==> config.mk <==
export PLATFORM = sky130hd
export DESIGN_NAME = mips_bus_copy_engine
export DESIGN_NICKNAME = d
export VERILOG_FILES = /design/src/rtl/mips_bus_copy_engine.sv
export SDC_FILE = /design/constraint.sdc
export NUM_CORES = 1
export LEC_CHECK = 0
export CORE_MARGIN = 2
export CORE_UTILIZATION = 56
export DETAILED_ROUTE_END_ITERATION = 6
export PLACE_DENSITY = 0.87
export RECOVER_POWER = 25
export SLEW_MARGIN = 20
export SYNTH_ARGS = -nofsm -noshare
export SYNTH_HDL_FRONTEND = slang
export SYNTH_SLANG_ARGS = --single-unit
==> constraint.sdc <==
create_clock -name clk -period 8.7 [get_ports clk]
set_input_delay 1.74 -clock clk [delete_from_list [all_inputs] [get_ports clk]]
set_output_delay 1.74 -clock clk [all_outputs]
set_load 0.02 [all_outputs]
==> src/rtl/mips_bus_copy_engine.sv <==
// rtl/mips_bus_copy_engine.sv - word-by-word memory copy engine acting as bus initiator
module mips_bus_copy_engine #(
  parameter int COUNT_W = 16
) (
  input  logic               clk,
  input  logic               reset,
  input  logic               start,
  input  logic [31:0]        src_addr,
  input  logic [31:0]        dst_addr,
  input  logic [COUNT_W-1:0] word_count,
  output logic               busy,
  output logic               done,
  output logic [COUNT_W-1:0] words_done,
  output logic [31:0]        address,
  output logic               read,
  output logic               write,
  input  logic               waitrequest,
  output logic [31:0]        writedata,
  output logic [3:0]         byteenable,
  input  logic [31:0]        readdata
);

  typedef enum logic [1:0] {S_IDLE, S_READ, S_WRITE, S_DONE} state_t;

  localparam logic [31:0] WORD_MASK = 32'hFFFF_FFFC;

  state_t             state_q;
  logic [31:0]        src_q, dst_q, address_q, data_q;
  logic [COUNT_W-1:0] count_q, words_done_q;
  logic               read_q, write_q, busy_q, done_q;
  logic [3:0]         be_q;

  logic [COUNT_W-1:0] words_done_d;
  logic [31:0]        src_d, dst_d;

  assign words_done_d = words_done_q + {{(COUNT_W-1){1'b0}}, 1'b1};
  assign src_d        = src_q + 32'd4;
  assign dst_d        = dst_q + 32'd4;

  // All bus outputs are registers, so a held stall keeps them stable for free.
  always_ff @(posedge clk or negedge reset) begin
    if (!reset) begin
      state_q      <= S_IDLE;
      src_q        <= '0;
      dst_q        <= '0;
      address_q    <= '0;
      data_q       <= '0;
      count_q      <= '0;
      words_done_q <= '0;
      read_q       <= 1'b0;
      write_q      <= 1'b0;
      busy_q       <= 1'b0;
      done_q       <= 1'b0;
      be_q         <= '0;
    end else begin
      case (state_q)
        S_IDLE: begin
          if (start) begin
            words_done_q <= '0;
            if (word_count != '0) begin
              src_q     <= src_addr & WORD_MASK;
              dst_q     <= dst_addr & WORD_MASK;
              count_q   <= word_count;
              address_q <= src_addr & WORD_MASK;
              read_q    <= 1'b1;
              be_q      <= 4'hF;
              busy_q    <= 1'b1;
              state_q   <= S_READ;
            end else begin
              done_q  <= 1'b1;
              state_q <= S_DONE;
            end
          end
        end
        S_READ: begin
          if (!waitrequest) begin
            data_q    <= readdata;
            read_q    <= 1'b0;
            write_q   <= 1'b1;
            address_q <= dst_q;
            state_q   <= S_WRITE;
          end
        end
        S_WRITE: begin
          if (!waitrequest) begin
            src_q        <= src_d;
            dst_q        <= dst_d;
            words_done_q <= words_done_d;
            write_q      <= 1'b0;
            if (words_done_d == count_q) begin
              busy_q    <= 1'b0;
              done_q    <= 1'b1;
              address_q <= '0;
              data_q    <= '0;
              be_q      <= '0;
              state_q   <= S_DONE;
            end else begin
              read_q    <= 1'b1;
              address_q <= src_d;
              state_q   <= S_READ;
            end
          end
        end
        S_DONE: begin
          done_q  <= 1'b0;
          state_q <= S_IDLE;
        end
        default: state_q <= S_IDLE;
      endcase
    end
  end

  assign busy       = busy_q;
  assign done       = done_q;
  assign words_done = words_done_q;
  assign address    = address_q;
  assign read       = read_q;
  assign write      = write_q;
  assign writedata  = data_q;
  assign byteenable = be_q;

endmodule

# Word level (Yosys, flattened, before mapping)
# Cells that the tools add are included.
word_totals:
  regBits: 170
  mem_count: 0
  input_bits: 116
  latchBits: 0
  mem_bits_rw: 0
  output_inout_bits: 88
  mem_bits_ro: 0
op_classes:
  mux: 46
  n_mul: 0
  order_cmp: 0
  n_eq_ne: 11
  n_reduce_logical: 16
  shift: 0
  bitwise: 0
  div: 0
  n_addsub: 3
ops:
  columns: ["operator", "n"]
  rows:
  - ["two-way mux 32 bit", 12]
  - ["one-hot mux 32 bit (2 select lines)", 3]
  - ["one-hot mux 32 bit (3 select lines)", 1]
  - ["adder 32 x 3 -> 32 bit (second input constant)", 2]
  - ["two-way mux 16 bit", 2]
  - ["one-hot mux 16 bit (2 select lines)", 1]
  - ["adder 16 x 1 -> 16 bit (second input constant)", 1]
  - ["equality test 16 bit", 1]
  - ["two-way mux 4 bit", 4]
  - ["nonzero test 16 bit", 1]
  - ["AND reduction 5 bit", 3]
  - ["inequality test 2 bit (second input constant)", 7]
  - ["two-way mux 1 bit", 12]
  - ["AND reduction 3 bit", 4]
  - ["two-way mux 2 bit", 5]
  - ["one-hot mux 2 bit (4 select lines)", 1]
  - ["one-hot mux 4 bit (2 select lines)", 1]
  - ["AND reduction 4 bit", 2]
  - ["one-hot mux 1 bit (3 select lines)", 2]
  - ["AND reduction 6 bit", 1]
  - ["nonzero test 3 bit", 2]
  - ["equality test 2 bit (second input constant)", 2]
  - ["one-hot mux 1 bit (2 select lines)", 2]
  - ["nonzero test 2 bit", 2]
  - ["2 further kinds", 2]

# Longest topological paths before layout
# Gate-level depths: netlist of the first run.
logic_depth:
  word_depth: 5
  mapped_depth: 11
  ltp_nobuf: 8

# Worst setup path before layout of the first run
# OpenSTA, ideal clock, no wires.
synth_path:
  path_type: "input to register"
  startpoint: "input word_count[10]"
  endpoint: "register address_q[10] (netlist: address[10])"
  required_ps: 8623
  cell_stages: 9
  path_buffers: 2
  arrival_time_ps: 3788
  slack_ps: 4835
  cell_sequence: "or4_1 o41ai_2 nand2_1 and2_1 clkbuf_1 nand2_1 buf_2 o211ai_1 a21oi_1"
synth_between:
  elab_chain_len: 3
synth_lines:
  columns: ["element", "line_no", "rtl"]
  rows:
  - ["start: declaration", "10", "input logic [COUNT_W-1:0] word_count,"]
  - ["nonzero test 16 bit", "60", "if (word_count != '0) begin"]
  - ["inequality test 2 bit (no source line)", null, null]
  - ["AND reduction 5 bit (no source line)", null, null]
  - ["end signal: assignment", "64", "address_q <= src_addr & WORD_MASK;"]
  - ["end signal: assignment", "80", "address_q <= dst_q;"]
  - ["end signal: assignment", "99", "address_q <= src_d;"]
  - ["end: declaration", "28", "logic [31:0] src_q, dst_q, address_q, data_q;"]
# Every way passes these cells.
# A chain may end at the register's enable or synchronous reset.

==> results.md, run 1 <==
* Critical register-to-register path startpoint: state_q[0]
* Share of cells above drive strength 1 at 0.0605
* Final period util at 0.671
* Average wire per cell in the routed design at approximately 20 um
* Clock-pin slew on the worst setup and hold paths at 0.06 ns
* Number of synthesized flops with an enable pin at 0
* CP Capture Type: asynchronous set/reset pin
* Starting Density at 0.573
* Num CTS Buffers at 17
* Avg Synthesized Cell Area at ~8.8 sq um
* Post-synthesis sequential area ratio at 0.424
* First-pass GRT wire length at around 46000 um
* Setup violators final at 0
* Final Hold Viols at 0
* Yosys cell types at between 60 and 70
* Max Clk Rate at 171 MHz
* CP max FO at 88
* Syn Std Cell Area at 9500 sq um
* Async SR Flop Fraction at 1.00
* Syn_nets at approximately 1200
* Hold Crit Depth at 2
* YS warnings at 0
* Setup WS pre-CTS at 3.12 ns
* CTS root buffer: clkbuf_16
* Initial antenna violation count at 0
* DR vias/cell at 6.50
* PwrDens at 415 nW/um^2
* Slowest-stage cell, CP: clkbuf_1
* Slowest Stage Delay on Critical Path at roughly 3.2 ns
* Worst Tran Pin Value at about 4.7 ns
* Most common cell in the synthesized netlist: dfrtp_1
* DIE AREA at 18000 sq um
* Relative slew slack at -2.11
* Unrepaired setup endpoints after global routing: false
* Row count at 47
* Failing checks: capacitance limit, slew limit
* DRT iter0 DRCs at between 1000 and 1500
* Post-cts sizing count at 0
* Crit path depth at 2
* Routed via count at around 9500
* Io pins at 204
* H-Tree Depth at 4
* Total clock sinks at roughly 160
* WL final at approximately 29000 um
* Nets at around 1400
* Die H at roughly 130 um
* GRT Overall Usage at 0.317
* Top FF cell, synth: dfrtp_1
* P&R area growth vs syn at 27.7%
* R2R depth at 11
* Grt total ovfl at 0
* DRC violations left at 0
* Clock tree buffer depth at 2
* Crit path time final at 5.83 ns
* Ant. Diodes at 0
* Max Slew Vio Count at 129
* CP Data Required Time at about 9 ns
* CTS tree: built
* Largest delay share family, worst path: buffers and inverters
* Post-route setup slack at 2.87 ns
* HP Start: address[2]
* Final-layout fill cell count at 1250
* Core region area at about 17000 sq um
* Setup TNS at 0 ns
* Vias in the first global route at 8818
* #FFs+latches synth at about 160
* Critical path class: in2async
* WP buf/inv at 2
* PortBufs at around 200
* Worst VDD drop at between 0.3 and 0.4 mV
* Run status: finished, violations left
* Share of the synthesized area in the top cell type at 0.424
* Setup bufs post-CTS at 0
* CP startpoint: reset
* Top post-synthesis cells by area: dfrtp_1 42%, a21oi_1 6.1%, o21ai_0 4.5%, nor2_1 4.2%, o22ai_1 3.8%
* Worst-path cell chain: clkbuf_1, buf_4
* GPL Wtd Cong at 0.901
* Largest net degree at the start of global routing at 103
* Synthesized instance count at 1085
* Detail Route Antenna Nets at 0
* MaxCap Viol Count at 2
* Worst Hold Class: reg2reg
* DRT Pass-1 Iters at 6
* Area leader, netlist: dfrtp_1
* Clk_lat worst skew at about 0.43 ns
* Top cells by count, synth: 161 x dfrtp_1, 116 x a21oi_1, 105 x nor2_1
* Clock skew at between 0.008 and 0.009 ns
* Die X at roughly 130 um
* Startpoint types: primary input
* Hpwl dp at between 15000 and 20000 um
* CTS hold repair buffers at 0
* CP arrival at about 6.3 ns
* LEAKAGE at 4.67 nW
## state kept, by name, indices dropped and copies added, names as in the netlist
name and count:
writedata 32, address 31, dst_q 30, src_q 30, count_q 16, words_done 16
state_q 2, byteenable 1, done 1, read 1, write 1
## cell usage in the layout, fill, tap and decap left out, types with 14 or more instances in the layout
master	synthesis	layout
o2bb2ai_1	32	32
a221oi_1	29	29
xor2_1	22	22
o21ai_0	85	85
a21oi_1	116	115
nand2_1	90	90
xnor2_1	23	23
clkbuf_16	0	17
o211ai_1	14	14
nor2_1	105	104
o22ai_1	58	58
clkdlybuf4s50_1	0	197
nand4_1	18	18
nor3_1	15	15
nand3_1	56	56
mux2_2	20	20
and3_1	15	15
dfrtp_1	161	161
## area by class of cell
| class | count | area, sq um | area share |
|---|---|---|---|
| multi-input cells | 822 | 5020 | 0.414 |
| flip-flops and latches | 161 | 4030 | 0.332 |
| repair buffers | 211 | 2090 | 0.173 |
| clock buffers | 20 | 457 | 0.0377 |
| well taps | 220 | 275 | 0.0227 |
| clock inverters | 12 | 205 | 0.0169 |
| inverters | 13 | 48.8 | 0.00402 |
## per-stage QoR
| step | instances | cell area [sq um] | power, mW | hold slack [ns] | utilization |
|---|---|---|---|---|---|
| 6_report | 1459 | 12100 | 5.03 | 0.484 | 0.731 |
| 2_1_floorplan | 1085 | 9500 | 3.22 | 0.491 | - |
| 5_1_grt | 1459 | 12100 | 5.33 | 0.527 | 0.731 |
| 4_1_cts | 1458 | 12100 | 4.97 | 0.484 | 0.730 |
| 3_5_place_dp | 1426 | 11400 | 4.12 | 0.471 | 0.690 |
| 3_3_place_gp | 1426 | 11400 | 4.01 | 0.465 | 0.690 |
## power breakdown
part,internal (mW),total [mW],switching (mW)
combinational,1.09,2.65,1.56
sequential,1.12,1.54,0.422
clock,0.526,0.841,0.315
total,2.74,5.03,2.30
## routing by layer
metal  vias up  part of all wire  wire (um)  global-route usage
li1       4310                 -          -                   -
met1      4541              0.40      11700               0.427
met2       539              0.48      14000               0.509
met3        87             0.087       2540              0.0620
met4         0             0.030        881               0.125
met5         -                 0          0                   0
## cells by family (layout without fill, tap and decap cells)
group,Yosys count,in the layout,synth area share
xor+xnor,46,46,0.0440
mux,32,32,0.0364
buf+inv,102,256,0.0501
flops,161,161,0.424
fa+ha+maj,8,8,0.0105
compound gates,383,383,0.258
simple gates,353,353,0.177
## worst paths after layout
path	endpoint	slack (ns)
worst max-delay path	dst_q[19]	2.87
worst min-delay path	address[2]	0.48
worst max register to register	src_q[14]	4.44
worst min register to register	address[2]	0.48
max in group clk	src_q[14]	2.96
min in group asynchronous	writedata[2]	2.97
Note: power is estimated with default switching activity, not from simulation.
==> inputs of run 2 (changes only) <==
Settings changed: CORE_UTILIZATION 56 to 47, PLACE_DENSITY 0.87 to 0.78.
Clock period 8.7 ns to 5.2 ns, I/O delays scaled along.
==> run 2 against run 1 <==
Net effect: the run still ends with capacitance limit, slew limit left; total power increased by 64%; count of clock-buffer cells in the layout decreased by 1; worst hold slack got worse by 0.0033 ns; critical path depth increased by 8; sequential share of layout area about the same; setup slack got worse by 1.5 ns; critical path type is now in2reg; critical endpoint is now address[30].
==> results.md, run 2 (synthesis results as in run 1) <==
* Grt total ovfl at 0 (unchanged)
* First-pass GRT wire length at 47700 um (+4.4%)
* Critical register-to-register path startpoint: words_done[0]
* Routed via count at 9272 (-2.2%)
* DRT iter0 DRCs at 917 (-27%)
* DIE AREA at 21400 sq um (+19%)
* Worst Tran Pin Value at 2.57 ns (-2.10 ns)
* Core region area at 19700 sq um (+19%)
* Crit path time final at ~3.9 ns
* CP Capture Type: flip-flop
* Vias in the first global route at 8951 (+1.5%)
* CTS hold repair buffers at 0 (unchanged)
* MaxCap Viol Count at 1 (-1)
* HP Start: address[2]
* Setup TNS at 0 ns (unchanged)
* Run status: finished, violations left
* Startpoint types: primary input
* LEAKAGE at 4.65 nW (-0.37%)
* Io pins at 204 (unchanged)
* Unrepaired setup endpoints after global routing: false
* Largest net degree at the start of global routing at 100 (-2.9%)
* H-Tree Depth at 4 (unchanged)
* Hpwl dp at 19600 um (+3.3%)
* DR vias/cell at 6.16 (-5.2%)
* CTS root buffer: clkbuf_16
* Max Slew Vio Count at 100 (-22%)
* Clock-pin slew on the worst setup and hold paths at 0.06 ns (about the same)
* Final-layout fill cell count at 1777 (+42%)
* PortBufs at 199 (unchanged)
* Detail Route Antenna Nets at 0 (unchanged)
* DRC violations left at 0 (unchanged)
* Max FFs per register at 32 (unchanged)
* CTS tree: built
* Final Hold Viols at 0 (unchanged)
* Num CTS Buffers at 17 (unchanged)
* CP Data Required Time at 5.52 ns (-3.60 ns)
* Worst Hold Class: reg2reg
* GRT Overall Usage at 0.276 (-0.0417)
* Failing checks: capacitance limit, slew limit
* Power, Total at 8.27 mW (+64%)
* CP startpoint: word_count[1]
* Ant. Diodes at 0 (unchanged)
* Die H at 146 um (+8.9%)
* P&R area growth vs syn at 27.6% (about the same)
* Setup WS pre-CTS at 0.873 ns (-2.25 ns)
* Average wire per cell in the routed design at 19.7 um (-1.2%)
* PwrDens at 682 nW/um^2 (+64%)
* Nets at 1352 (+0.15%)
* Die X at 146 um (+8.9%)
* Starting Density at 0.483 (-0.0895)
* Critical path class: in2reg
* Total clock sinks at 161 (unchanged)
* Relative slew slack at -0.715 (+1.40)
* Post-route setup slack at 1.32 ns (-1.54 ns)
* Setup violators final at 0 (unchanged)
* Initial antenna violation count at 0 (unchanged)
* DRT Pass-1 Iters at 6 (unchanged)
* Clock tree buffer depth at 2 (unchanged)
* GPL Wtd Cong at 0.890 (-1.3%)
* Worst VDD drop at 0.361 mV (+18%)
* CP arrival at 4.20 ns (-2.05 ns)
* Clock skew at 0.0117 ns (+0.00341 ns)
* Max Clk Rate at 258 MHz
* Design area at 12100 sq um (about the same)
* Dpl cell area at 11500 sq um (+0.80%)
* Row count at 51 (+8.5%)
* Setup bufs post-CTS at 0 (unchanged)
* Most frequent cells in the layout: 198 x clkdlybuf4s50_1, 161 x dfrtp_1, 115 x a21oi_1, 104 x nor2_1, 90 x nand2_1
* Final period util at 0.746
* WL final at 29600 um (+1.9%)
* CP max FO at 33 (-63%)
* Share of cells above drive strength 1 at 0.0637 (+0.00318)
* Commonest non-fill, non-tap cell in the layout: clkdlybuf4s50_1
* Post-cts sizing count at 0 (unchanged)
* Final core utilization at 0.617 (-0.115)
* Clk_lat worst skew at 0.43 ns (about the same)
==> run 2: changes by cell type in the layout (fill, tap and decap cells not counted), sizes merged <==
cell / previous run / this run
buf: 11 / 14
bufinv: 5 / 2
clkbuf: 22 / 20
clkdlybuf4s50: 197 / 198
clkinv: 3 / 8
clkinvlp: 5 / 3
dlygate4sd3: 1 / 0
==> run 2: metal layers <==
metal | GRT usage | up-vias | routed length [um]
met5 | 0 | - | 0
met4 | 0.0898 | 0 | 595
met3 | 0.0594 | 42 | 2350
met2 | 0.431 | 414 | 14000
met1 | 0.384 | 4503 | 12700
li1 | - | 4313 | -
==> run 2: area by class of cell <==
type                       instances  area (sq um)  share of cell area
timing repair buffer             213          2100               0.174
multi-input combinational        822          5020               0.415
inverter                          13          48.8             0.00403
clock inverter                    12           136              0.0113
tap                              265           332              0.0274
sequential                       161          4030               0.333
clock buffer                      19           443              0.0366
==> run 2: critical path, stage by stage <==
cell and delay, ns:
clkdlybuf4s50_1 0.44, or4_1 0.58, o41ai_2 0.70, nand2_1 0.21, and2_1 0.18, buf_4 0.25, nand2_1 0.14, buf_4 0.33
o21ai_0 0.15, o22ai_1 0.14
==> run 2: final timing paths <==
check                                 to  cells past startpoint  slack, ns
max                          address[30]                     10       1.32
min                           address[2]                      2       0.48
max reg2reg                writedata[14]                      9       1.53
min reg2reg                   address[2]                      2       0.48
max in group asynchronous      src_q[31]                      2       2.17
min in group asynchronous  writedata[10]                      1       1.36
==> run 2: stage by stage <==
stage	cells	hold WS [ns]
global placement	1474	0.465
floorplan	1085	0.491
CTS	1505	0.484
finish	1505	0.481
global route	1505	0.511
detailed placement	1474	0.470
==> run 2: power by group <==
group          switching, mW  internal [mW]  total [mW]
Clock                  0.533          0.720        1.25
Combinational           2.59           1.83        4.42
Sequential             0.721           1.88        2.60
==> inputs of run 3 (changes only) <==
Clock period 5.2 ns to 3.3 ns, I/O delays scaled along.
==> run 3 against run 2 <==
Net effect: combinational power grew 64%; setup slack worse by 0.99 ns; total power grew 63%; critical path depth fell by 1; sequential share of layout area shrank 0.79 points; largest cell class unchanged; highest routed layer unchanged; the run still ends with capacitance limit, slew limit left; die area did not move.
==> results.md, run 3 (synthesis results as in run 1) <==
* Run status: finished, violations left
* Failing checks: capacitance limit, slew limit
* Slowest-stage cell, CP: xor3_1
* WL met3 at 2390 um (+1.6%)
* Setup violators final at 0 (unchanged)
* PwrDens at 1090 nW/um^2 (+59%)
* Clk_lat worst skew at 0.43 ns (about the same)
* Wl on met1 at 12700 um (about the same)
* P_sw at 6.08 mW (+58%)
* Inst Count DP at 1499 (+1.7%)
* CTS root buffer: clkbuf_16
* Io pins at 204 (unchanged)
* Highest routed layer: met4
* CP max FO at 32 (-3.0%)
* Layout Cells excl Fill at 1531 (+1.7%)
* Vias in the first global route at 9112 (+1.8%)
* Setup TNS at 0 ns (unchanged)
* Num CTS Buffers at 17 (unchanged)
* Starting Density at 0.483 (unchanged)
* Clock-pin slew on the worst setup and hold paths at 0.06 ns (about the same)
* Routed via count at 9433 (+1.7%)
* Commonest non-fill, non-tap cell in the layout: clkdlybuf4s50_1
* Max Slew Vio Count at 65 (-35%)
* CP Capture Type: flip-flop
* Sw Share at 0.451 (-0.0138)
* Hpwl dp at 20400 um (+4.0%)
* Final period util at 0.899
* DIE AREA at 21400 sq um (unchanged)
* Critical path class: reg2reg
* Most frequent cells in the layout: 198 x clkdlybuf4s50_1, 161 x dfrtp_1, 115 x a21oi_1, 104 x nor2_1, 90 x nand2_1
* Detail Route Antenna Nets at 0 (unchanged)
* Clock skew at 0.0105 ns (-0.00112 ns)
* Ant. Diodes at 0 (unchanged)
* WP buf/inv at 1 (-2)
* DRC violations left at 0 (unchanged)
* Max FFs per register at 32 (unchanged)
* Initial antenna violation count at 0 (unchanged)
* Die X at 146 um (unchanged)
* Largest net degree at the start of global routing at 71 (-29%)
* Die H at 146 um (unchanged)
* MaxCap Viol Count at 1 (unchanged)
* P&R area growth vs syn at 30.7%
* Final Hold Viols at 0 (unchanged)
* R2R depth at 9 (unchanged)
* CTS tree: built
* DRT iter0 DRCs at 903 (-1.5%)
* GRT Overall Usage at 0.274 (-0.00136)
* GPL Wtd Cong at 0.902 (+1.3%)
* Nets at 1377 (+1.8%)
* CP Data Required Time at 3.59 ns (-1.93 ns)
* Max Clk Rate at around 340 MHz
* Relative slew slack at -0.107 (+0.607)
* CTS hold repair buffers at 0 (unchanged)
* DR vias/cell at 6.16 (about the same)
* Worst Tran Pin Value at 1.66 ns (-0.911 ns)
* LEAKAGE at 4.83 nW (+3.9%)
* PortBufs at 199 (unchanged)
* Grt total ovfl at 0 (unchanged)
* Clock tree buffer depth at 2 (unchanged)
* Largest delay share family, worst path: compound AO/OA/AOI/OAI gates
* Total clock sinks at 161 (unchanged)
* Crit path depth at 9 (-1)
* CP arrival at 3.25 ns (-0.95 ns)
* Worst-path cell chain: ha_1, xor3_1, a2111oi_1, o21ai_0, a2111oi_4, a31oi_4, or2_1, buf_4, o2bb2ai_1
* Slowest Stage Delay on Critical Path at 0.45 ns (-0.25 ns)
* First-pass GRT wire length at 47500 um (-0.26%)
* Met2 wire length at 13900 um (-0.79%)
* Gate power share at 0.539 (+0.005)
* Row count at 51 (unchanged)
* WL final at 29700 um (+0.44%)
* DRT Pass-1 Iters at 5 (-1)
* Sequential Power Share at 0.300 (-0.014)
* Average wire per cell in the routed design at 19.4 um (-1.3%)
* Share of cells above drive strength 1 at 0.0814 (+0.0176)
* Crit path time final at just under 3 ns
* Startpoint types: flip-flop
* Internal Power at 7.41 mW (+67%)
* Worst VDD drop at 0.827 mV (+130%)
* H-Tree Depth at 4 (unchanged)
* Unrepaired setup endpoints after global routing: false
* Hold Crit Depth at 2 (unchanged)
* R2r setup slk at 0.33 ns (-1.20 ns)
* Clock power frac at 0.161 (+0.010)
* Worst Hold Class: reg2reg
* Power, Total at 13.5 mW (+63%)
* Core region area at 19700 sq um (unchanged)
run 3: changes by cell type in the layout (fill, tap and decap cells not counted), moves of 2 or more:
cell / change
clkinv_2: +2
bufinv_16: +3
buf_4: +21
clkinvlp_4: -2
buf_12: +4
run 3: timing repair:
action,4_1_cts,5_1_grt
setup buffers,0,0
setup endpoints to repair,0,29
resized for setup,0,1
run 3: metrics by stage:
stage / cell area (sq um) / utilization / hold WS, ns / worst slack [ns]
2_1_floorplan: 9500 / - / 0.364 / 0.336
5_1_grt: 12400 / 0.632 / 0.532 / 0.112
3_3_place_gp: 11800 / 0.599 / 0.474 / 0.118
3_5_place_dp: 11800 / 0.599 / 0.476 / 0.0747
4_1_cts: 12400 / 0.632 / 0.233 / 0.243
6_report: 12400 / 0.632 / 0.488 / 0.332
run 3: routing by layer:
layer	up-vias	GRT usage
met5	-	0
met4	0	0.103
met3	64	0.0709
met2	425	0.424
met1	4572	0.373
li1	4372	-
run 3: area by class of cell:
class                      instances  area (sq um)
clock inverter                    14           213
tap                              265           332
clock buffer                      18           429
inverter                          13          48.8
multi-input combinational        822          5020
fill                            1697          7240
timing repair buffer             238          2340
sequential                       161          4030
run 3: worst min-delay path, cell delays in order (launching register included):
cell and delay, ns:
dfrtp_1 0.34, nand2_1 0.05, o21ai_0 0.06
run 3: path summary, 6_finish.rpt:
kind	start	endpoint
max in group asynchronous	reset	count_q[12]
setup reg to reg	words_done[0]	writedata[17]
hold reg to reg	address[2]	address[2]
hold / removal	address[2]	address[2]
setup / recovery	words_done[0]	writedata[17]
min in group asynchronous	reset	writedata[10]
run 3: power groups by stage:
stage	Clock [mW]	Sequential (mW)	Combinational [mW]
after floorplan	0	4.20	4.28
after global placement	0	3.98	6.98
after detailed placement	0	4.02	7.17
after CTS	2.21	4.00	7.21
after global routing	2.29	4.17	7.91
final	2.18	4.04	7.26
==> RTL edit 1: new RTL, config.mk and constraints of run 2 <==
Reset style: synchronous (`reset`), changed in one clocked block.
--- a/src/rtl/mips_bus_copy_engine.sv
+++ b/src/rtl/mips_bus_copy_engine.sv
@@ -40,3 +40,3 @@
   // All bus outputs are registers, so a held stall keeps them stable for free.
-  always_ff @(posedge clk or negedge reset) begin
+  always_ff @(posedge clk) begin
     if (!reset) begin
Function: differs if reset is asserted again (counterexample within 4 cycles, from zero or initial values and one cycle with reset low); with reset held inactive, the same outputs for 4 cycles.
==> RTL edit 1 against run 2 <==
- the run still ends with capacitance limit, slew limit left
- die area decreased by 2.6%
- routed wire length shrank 2.1%
- sequential cell count stayed put
- final area is 1.9% lower
- worst setup slack got worse by 0.046 ns
- area after synthesis shrank 2.7%
- total power fell by 24%
- final cell count increased by 9.3%
- sequential share of layout area fell by 6.1 points
- largest cell class unchanged
==> RTL edit 1: results (changes against run 2) <==
Net Sw Power=0.00279 W (-27%); number of global-route vias before repair=8,960 (+0.10%); Place WS=1.57 ns (+0.696 ns); dpl hpwl=19,500 um (-0.54%); footprint of the multi-input gates=0.00550 mm^2 (+9.5%); GPL Wtd Cong=0.895 (+0.58%); Peak Freq=0.255 GHz (-1.2%); layout cells sized above 1=5.73% (-0.64 points); CP max-delay cell=ha_1; top post-synthesis cells by count=dfxtp_1 (161), a21oi_1 (153), nor2_1 (109); Synth area leaders=dfxtp_1 (35%), a21oi_1 (8.3%), o21ai_0 (5.7%); leak pwr=4.25 nW (-8.7%); maxcap violations=1 (unchanged); area of placed instances=0.0113 mm^2 (-2.1%); Peak VDD IR=0.479 mV (+33%); Slew @ Worst Pin=1.88 ns (-0.688 ns); Clock buf/inv share=5.05% (+0.27 points); kind of critical path=flop to flop; fin nets=1,489 (+10%); crit-path max FO=48 (+45%); DR vias/cell=5.97 (-3.1%); Synth cell types=64 (-1.5%); Final Max Tran Viols=49 (-51%); Starting DRT DRC Count=783 (-15%); final cell area excluding filler cells=0.0119 mm^2 (-1.9%); delay-heaviest family, CP=adder cells; first-pass iteration count of the detailed router=5 (-1); hold path start=address[1]; Total GRT Usage=27.2% (-0.43 points); Reg area=0.00322 mm^2 (-20%); Non-clock buffers, area share=18.0% (+0.58 points); outcome=finished, violations left; largest net degree at the start of global routing=88 (-12%); failing checks=capacitance limit, slew limit; Antenna diodes=1 (+1); Non-clk invs=24 (+11); Worst Setup EP=src_q[11]; Hold WS=0.449 ns (-0.0317 ns)
[RTL edit 1: worst min path at each step]
stage                 endpoint  depth (start not counted)
detailed placement  address[1]                          2
finish              address[1]                          2
global placement    address[1]                          2
CTS                 address[1]                          2
global route        address[1]                          2
floorplan            dst_q[23]                          2
[RTL edit 1: logic make-up after synthesis]
logic type / Yosys count / share of synthesized area (%)
AOI/OAI and AO/OA: 418 / 27.1
xor gates and xnor gates: 45 / 4.26
adders and majority gates: 7 / 0.948
buffers and inverters: 136 / 5.92
DFF: 161 / 34.9
muxes: 25 / 2.72
and+or+nand+nor: 449 / 24.2
[RTL edit 1: worst min-delay path: stages (launching register included)]
cell and delay (ns):
dfxtp_1 0.32, nand2_1 0.06, nor2_1 0.03
[RTL edit 1: layer usage]
layer,track usage [%],vias to the layer above,part of all wire (%)
met5,0,-,0
met4,9.30,0,2.4
met3,5.07,54,7.9
met2,45.0,440,46
met1,35.6,4561,44
li1,-,4769,-
==> RTL edit 2: new RTL, settings of run 2 <==
Without the edit above. Set the parameter `COUNT_W` to 12 (it was 16).
--- a/src/rtl/mips_bus_copy_engine.sv
+++ b/src/rtl/mips_bus_copy_engine.sv
@@ -2,3 +2,3 @@
 module mips_bus_copy_engine #(
-  parameter int COUNT_W = 16
+  parameter int COUNT_W = 12
 ) (
Interface: changed (resized word_count and words_done); port bits go from 204 to 196. No check against the original RTL was run, so the function may have changed too.
==> RTL edit 2 against run 2 <==
- the run still ends with capacitance limit, slew limit left
- non-clock buffer count decreased by 5
- sequential cell count shrank 8
- area after synthesis decreased by 1.8%
- total power increased by 1.8%
- routed wire length shrank 0.34%
- worst setup slack better by 0.12 ns
- final area down 1.3%
- largest power group unchanged
- highest routed layer unchanged
==> RTL edit 2: results (changes against run 2) <==
failing checks=capacitance limit, slew limit; Synth Area in XOR/XNOR=4.28% (-0.12 points); Seq/Total Area, Yosys=41.0% (-1.4 points); largest net degree at the start of global routing=78 (-22%); fin nets=1,362 (+0.74%); multiplexer share of the synthesized area=3.53% (-0.11 points); GPL Wtd Cong=0.918 (+3.2%); area of placed instances=0.0113 mm^2 (-1.9%); Total GRT Usage=28.3% (+0.74 points); Metal-1 WL=12,200 um (-3.9%); wirelength, routed=29,500 um (-0.34%); DR vias/cell=6.23 (+1.1%); first-pass GRT wire length=46,600 um (-2.2%); syn_nets=1,229 (+1.7%); CP max-delay cell=o21ai_4; adder-cell share of the synthesized area=1.07% (+0.019 points); met3 wire length=2790 um (+19%); Starting DRT DRC Count=999 (+8.9%); Compound-Gate Fraction of Synth Area=24.8% (-0.99 points); crit-path max FO=33 (unchanged); Synth cell types=65 (unchanged); Place WS=1.22 ns (+0.343 ns); metal2 WL=13,800 um (-1.5%); leak pwr=4.77 nW (+2.5%); Synth area leaders=dfrtp_1 (41%), nand2_1 (6.1%), a21oi_1 (5.4%); clk_skew=0.00747 ns (-0.00419 ns); outcome=finished, violations left; # fillers=1,657 (-6.8%); top post-synthesis cells by count=dfrtp_1 (153), nand2_1 (151), a21oi_1 (100); dpl hpwl=19,500 um (-0.34%); Final Max Tran Viols=39 (-61%); maxcap violations=1 (unchanged); Slew @ Worst Pin=2.14 ns (-0.430 ns); PortBufs=191 (-4.0%); CP Data Required Time=5.48 ns (-0.04 ns); number of global-route vias before repair=8,936 (-0.17%)
[RTL edit 2: cell types whose count changed in the layout (fill, tap and decap cells not counted), sizes merged, moves of 20 or more]
| cell | change |
|---|---|
| o221ai | +40 |
| o2bb2ai | -31 |
| nor2 | -27 |
| inv | +34 |
| nand2 | +61 |
| a221oi | -20 |
[RTL edit 2: cells by family after synthesis]
kind of cell             Yosys count
flip-flops                       153
buffers and inverters            141
adder cells (fa/ha/maj)            8
AO/OA/AOI/OAI                    355
multiplexers                      31
AND/OR/NAND/NOR                  377
XOR/XNOR                          44
[RTL edit 2: routing by layer]
metal / GRT usage [%] / up-vias
met4: 10.1 / 0
met1: 38.4 / 4596
met5: 0 / -
li1: - / 4336
met3: 6.68 / 62
met2: 44.4 / 476
[RTL edit 2: path summary, 6_finish.rpt]
path | from | end | slack (ns) | cells past startpoint
hold / removal | src_q[31] | src_q[31] | 0.50 | 1
max in group asynchronous | reset | src_q[24] | 2.06 | 2
setup reg to reg | words_done[0] | writedata[8] | 1.45 | 8
hold reg to reg | src_q[31] | src_q[31] | 0.50 | 1
min in group asynchronous | reset | writedata[13] | 0.63 | 1
setup / recovery | words_done[0] | writedata[8] | 1.45 | 8
[RTL edit 2: power breakdown]
part           switching, W  internal (W)
Clock              0.000520      0.000862
Sequential         0.000701       0.00178
Combinational       0.00269       0.00186
[RTL edit 2: layout make-up]
cell class              count  area share, %
repair buffers            208           17.0
inverters                  47           1.48
well taps                 265           2.77
multi-input cells         815           41.4
clock buffers              19           3.70
flip-flops and latches    153           32.0
clock inverters            13           1.67
[RTL edit 2: stage by stage]
step	cells	total power (W)	utilization (%)
5_1_grt	1520	0.00896	61.4
6_report	1520	0.00842	61.4
4_1_cts	1520	0.00834	61.4
3_5_place_dp	1488	0.00694	58.1
3_3_place_gp	1488	0.00678	58.1
2_1_floorplan	1109	0.00540	-
